### config.mk
export PLATFORM = sky130hd
export DESIGN_NAME = udp_tx_arbiter
export DESIGN_NICKNAME = d
export VERILOG_FILES = /design/src/rtl/udp_tx_arb_pkg.sv /design/src/rtl/udp_tx_arbiter_rr_pick.sv /design/src/rtl/udp_tx_arbiter.sv
export SDC_FILE = /design/constraint.sdc
export NUM_CORES = 1
export LEC_CHECK = 0
export CORE_MARGIN = 1
export CORE_UTILIZATION = 29
export DETAILED_ROUTE_END_ITERATION = 7
export PLACE_DENSITY = 0.81
export SLEW_MARGIN = 20
export SYNTH_ARGS = -nofsm -noshare
export SYNTH_HDL_FRONTEND = slang
export SYNTH_SLANG_ARGS = --single-unit
### constraint.sdc
create_clock -name aclk -period 2.5 [get_ports aclk]
set_input_delay 0.375 -clock aclk [delete_from_list [all_inputs] [get_ports aclk]]
set_output_delay 0.375 -clock aclk [all_outputs]
set_load 0.05 [all_outputs]
### src/rtl/udp_tx_arb_pkg.sv
// Shared types and constants for the UDP transmit arbiter.
package udp_tx_arb_pkg;

    localparam int         DATA_W    = 32;
    localparam logic [7:0] TAG_MAGIC = 8'hA5;

    typedef enum logic [1:0] {
        ST_IDLE,
        ST_TAG,
        ST_PASS,
        ST_DROP
    } arb_state_t;

endpackage

### src/rtl/udp_tx_arbiter_rr_pick.sv
// rr_pick: combinational round-robin picker; returns the first requester found
// when scanning upward from last+1 (mod N), plus a hit flag.
module rr_pick #(
    parameter int N     = 4,
    parameter int IDX_W = (N > 1) ? $clog2(N) : 1
) (
    input  logic [N-1:0]     req,
    input  logic [IDX_W-1:0] last,
    output logic [IDX_W-1:0] grant,
    output logic             hit
);

    logic [IDX_W-1:0] idx;

    always_comb begin
        grant = '0;
        hit   = 1'b0;
        idx   = '0;
        for (int i = 1; i <= N; i++) begin
            idx = IDX_W'((int'(last) + i) % N);
            if (!hit && req[idx]) begin
                grant = idx;
                hit   = 1'b1;
            end
        end
    end

endmodule

### src/rtl/udp_tx_arbiter.sv
// Packet-granular round-robin arbiter feeding the UDP core's AXI-Stream TX input,
// with per-datagram length limiting. Define UDP_TX_ARB_TAG_EN to prepend a tag word.
module udp_tx_arbiter
    import udp_tx_arb_pkg::*;
#(
    parameter int N_SRC     = 4,
    parameter int MAX_WORDS = 366
) (
    input  logic                      aclk,
    input  logic                      areset,
    input  logic [N_SRC*DATA_W-1:0]   s_axis_tdata,
    input  logic [N_SRC-1:0]          s_axis_tvalid,
    input  logic [N_SRC-1:0]          s_axis_tlast,
    output logic [N_SRC-1:0]          s_axis_tready,
    output logic [DATA_W-1:0]         m_axis_tdata,
    output logic                      m_axis_tvalid,
    output logic                      m_axis_tlast,
    input  logic                      m_axis_tready,
    output logic [$clog2(N_SRC)-1:0]  grant_id,
    output logic                      busy,
    output logic                      trunc_pulse
);

    localparam int IDX_W = $clog2(N_SRC);
    localparam int CNT_W = $clog2(MAX_WORDS + 1);

    arb_state_t          state;
    logic [IDX_W-1:0]    last_grant;
    logic [CNT_W-1:0]    word_cnt;
    logic [IDX_W-1:0]    pick_idx;
    logic                pick_hit;
    logic [DATA_W-1:0]   sel_data;
    logic                sel_valid;
    logic                sel_last;
    logic                at_limit;

`ifdef UDP_TX_ARB_TAG_EN
    logic [15:0]         pkt_cnt [N_SRC];
`endif

    rr_pick #(
        .N     (N_SRC),
        .IDX_W (IDX_W)
    ) u_rr_pick (
        .req   (s_axis_tvalid),
        .last  (last_grant),
        .grant (pick_idx),
        .hit   (pick_hit)
    );

    assign sel_data  = s_axis_tdata[grant_id*DATA_W +: DATA_W];
    assign sel_valid = s_axis_tvalid[grant_id];
    assign sel_last  = s_axis_tlast[grant_id];
    // The beat that fills the datagram is the one taken while the count reads MAX_WORDS-1.
    assign at_limit  = (word_cnt == CNT_W'(MAX_WORDS - 1));
    assign busy      = (state != ST_IDLE);

    always_comb begin
        // NOTE: every output is given a default first so no branch can infer a latch.
        m_axis_tdata  = sel_data;
        m_axis_tvalid = 1'b0;
        m_axis_tlast  = 1'b0;
        s_axis_tready = '0;
        case (state)
`ifdef UDP_TX_ARB_TAG_EN
            ST_TAG: begin
                m_axis_tdata  = {TAG_MAGIC, 8'(grant_id), pkt_cnt[grant_id]};
                m_axis_tvalid = 1'b1;
            end
`endif
            ST_PASS: begin
                m_axis_tvalid           = sel_valid;
                m_axis_tlast            = sel_valid & (sel_last | at_limit);
                s_axis_tready[grant_id] = m_axis_tready;
            end
            ST_DROP: begin
                s_axis_tready[grant_id] = 1'b1;
            end
            default: ;
        endcase
    end

    always_ff @(posedge aclk) begin
        // NOTE: sequential state uses non-blocking assignments so all registers see pre-edge values.
        if (areset) begin
            state       <= ST_IDLE;
            last_grant  <= IDX_W'(N_SRC - 1);
            grant_id    <= '0;
            word_cnt    <= '0;
            trunc_pulse <= 1'b0;
`ifdef UDP_TX_ARB_TAG_EN
            // NOTE: this small array is reset explicitly because its contents appear in the tag word.
            for (int i = 0; i < N_SRC; i++) pkt_cnt[i] <= '0;
`endif
        end else begin
            trunc_pulse <= 1'b0;
            case (state)
                ST_IDLE: begin
                    if (pick_hit) begin
                        grant_id   <= pick_idx;
                        last_grant <= pick_idx;
                        word_cnt   <= '0;
`ifdef UDP_TX_ARB_TAG_EN
                        state      <= ST_TAG;
`else
                        state      <= ST_PASS;
`endif
                    end
                end
`ifdef UDP_TX_ARB_TAG_EN
                ST_TAG: begin
                    if (m_axis_tready) begin
                        word_cnt          <= word_cnt + CNT_W'(1);
                        pkt_cnt[grant_id] <= pkt_cnt[grant_id] + 16'd1;
                        state             <= ST_PASS;
                    end
                end
`endif
                ST_PASS: begin
                    if (sel_valid && m_axis_tready) begin
                        word_cnt <= word_cnt + CNT_W'(1);
                        if (sel_last) begin
                            state <= ST_IDLE;
                        end else if (at_limit) begin
                            trunc_pulse <= 1'b1;
                            state       <= ST_DROP;
                        end
                    end
                end
                ST_DROP: begin
                    if (sel_valid && sel_last) state <= ST_IDLE;
                end
                default: state <= ST_IDLE;
            endcase
        end
    end

endmodule

==> summary.txt <==
Floorplanning
  • Core Rows: 27
  • Core area: 0.00564 mm²
  • DIE WIDTH: around 79 µm
  • Initial core utilization: 30.8%
  • Die H: between 70 and 80 µm
  • Ports: approximately 180
  • Die area: ~0.0063 mm²

Critical path
  • Worst-path fanout max: 6
  • CP Data Required Time: 2.12 ns
  • Max stage delay on crit path: ~0.48 ns
  • Slowest cell on crit path: clkdlybuf4s50_1
  • CP Cell Sequence: clkdlybuf4s50_1, mux2_1, mux2_2, nor3b_4, o21a_1, buf_12
  • Arrival time worst endpoint: approximately 2.0 ns
  • Worst R2R Path Depth: 6
  • CP Class: primary input to output pin
  • Startpoint type of the worst setup path: primary input
  • Critical path capture point type: output pin

Placed design
  • Placed cells: between 400 and 500
  • Placer Congestion: roughly 0.96
  • IO buf count: 180
  • Hpwl dp: between 7 and 8 mm

STA
  • Unrepaired setup endpoints after global routing: no
  • Max transition margin: 66.0%
  • Fin crit share: between 90% and 100%
  • Max Transition Viols Final: 0
  • Setup-failing EPs final: 0
  • Hold Vio Cnt, Final: 0
  • Worst clock skew: 0.000629 ns
  • Final setup TNS: 0 ns
  • Slew @ Worst Pin: 0.508 ns
  • Minimum clock period: 2.39 ns
  • Fmax: between 400 and 500 MHz

Global routing
  • Initial antenna violation count: 0
  • Gr ovfl total: 0
  • Number of global-route vias before repair: 2423
  • Overall Global Routing Usage: between 20% and 30%
  • First-pass GRT wire length: about 12 mm
  • Largest net degree at the start of global routing: 23

Final layout
  • Final nets: between 400 and 500
  • Diodes inserted: 0
  • Final Core Density: slightly above 70%
  • Fin cells: roughly 410
  • Ratio of cells with drive above 1 in the final layout: 27.9%
  • Area growth from synthesis to layout: 135%

Drt
  • Mean number of vias per cell: between 5 and 6
  • DRT iter0 DRCs: 91
  • Routed WL: 8.12 mm
  • Antenna viol nets, final: 0
  • Vias after detailed routing: 2218
  • First-pass detailed-route iteration total: 4
  • Drt drc: 0
  • Wirelength per Cell: between 15 and 20 µm

Pwr
  • Peak supply drop: ~0.26 mV
  • Pwr dens: about 430 mW/mm²
  • Leakage power total: 0.00147 µW

Synthesis
  • Commonest register cell after synthesis: dfxtp_1
  • Number of synthesized register bits: 16
  • Area leader, netlist: mux4_2
  • Sequential-to-total area share from yosys stat: ~18%
  • Syn nets: between 300 and 400
  • Synth top area share: 42.8%
  • Mapped Avg Cell Area: roughly 11 µm²
  • Synth unique cells: 46
  • Warnings from Yosys: 0
  • Number of enable flip-flop cells after synthesis: 0
  • Cell with the most instances after synthesis: mux4_2
  • Post-synth top cells: 33 x mux4_2, 16 x dfxtp_1, 11 x nand2_1, 11 x nor2_1, 9 x a21oi_1
  • Cell count after synthesis: around 160
  • Synth async-reset ratio: 0%
  • Mapped Area: 0.00174 mm²
  • Synth area leaders: mux4_2 43%, dfxtp_1 18%, or3_1 2.9%

CTS
  • Reg clk slew, reported paths: roughly 0.070 ns
  • Max Root-Sink Buffers: 2
  • Root Buffer Master: clkbuf_8
  • Sink Count: 16
  • H-tree depth: 1
  • Hold-fix buffers at CTS: 0
  • TritonCTS Buffers: 3
  • Worst-skew pair later-pin latency: approximately 0.26 ns
  • CTS tree: built

Hold path
  • Hold path cells: 2
  • Hold WC Path Type: flop to flop

Outcome
  • Status: completed

Flow run
  • Max-Cap Viols: 0
==> registers in the layout (all words and copies together), names as in the netlist <==
signal       cells
word_cnt         9
grant_id         2
trunc_pulse      1
state            2
last_grant       2
==> what timing repair did <==
action	4_1_cts	5_1_grt
resized for setup	0	1
buffers inserted	0	0
setup endpoints to repair	0	1
==> final timing paths <==
kind                            slack (ns)                        to                        from
worst max-delay path                  0.11              m_axis_tlast            s_axis_tvalid[1]
worst min-delay path                  0.50  grant_id[0]$_SDFFE_PP0P_  last_grant[0]$_SDFFE_PP1P_
worst max register to register        0.76  word_cnt[5]$_SDFFE_PP0P_    grant_id[1]$_SDFFE_PP0P_
worst min register to register        0.50  grant_id[0]$_SDFFE_PP0P_  last_grant[0]$_SDFFE_PP1P_
==> layout make-up <==
| type | count | area (µm²) |
|---|---|---|
| fill | 388 | 1560 |
| inverter | 6 | 22.5 |
| timing repair buffer | 188 | 2230 |
| sequential | 16 | 322 |
| tap | 72 | 90.1 |
| clock buffer | 4 | 55.1 |
| multi-input combinational | 127 | 1360 |
==> layout by cell type, fill, tap and decap left out, types with 7 or more instances in the layout <==
master             n
dfxtp_1           15
nand2_1           11
buf_4             10
o21ai_1            7
buf_12            37
a21oi_1            9
clkdlybuf4s50_1  141
nor2_1             9
or3_1              8
mux4_2            33
==> through the flow <==
step	power, µW	hold WS (ns)	instance area, µm²	setup WS [ns]
6_report	1740	0.502	4080	0.105
5_1_grt	1810	0.530	4080	0.0372
4_1_cts	1750	0.502	4070	0.0889
3_5_place_dp	1510	0.492	4020	0.0935
3_3_place_gp	1500	0.483	4020	0.139
2_1_floorplan	850	0.463	1760	-0.301
==> cell families after synthesis <==
kind of cell | count (synthesis) | synth area share (%)
AOI/OAI and AO/OA | 28 | 10.4
and+or+nand+nor | 59 | 19.3
buffers and inverters | 18 | 4.54
muxes | 38 | 45.9
DFF | 16 | 18.4
adders and majority gates | 2 | 1.44
==> where the power goes <==
group	internal, µW	leakage, µW	switching (µW)
sequential	264	0.000131	11.4
combinational	665	0.00131	562
clock	140	0.0000288	101
total	1070	0.00147	674
==> metal layers <==
| metal | GRT usage [%] | vias to the layer above | routed length (µm) |
|---|---|---|---|
| li1 | - | 1013 | - |
| met1 | 26.3 | 1077 | 2650 |
| met2 | 49.5 | 108 | 4630 |
| met3 | 6.86 | 20 | 576 |
| met4 | 7.64 | 0 | 261 |
| met5 | 0 | - | 0 |
==> critical path: cells and delay by family <==
| kind | cells | cell delay, ns |
|---|---|---|
| AO/OA/AOI/OAI | 1 | 0.16 |
| multiplexers | 2 | 0.68 |
| AND/OR/NAND/NOR | 1 | 0.18 |
| buffers and inverters | 2 | 0.63 |
Note: power is estimated with default switching activity, not from simulation.
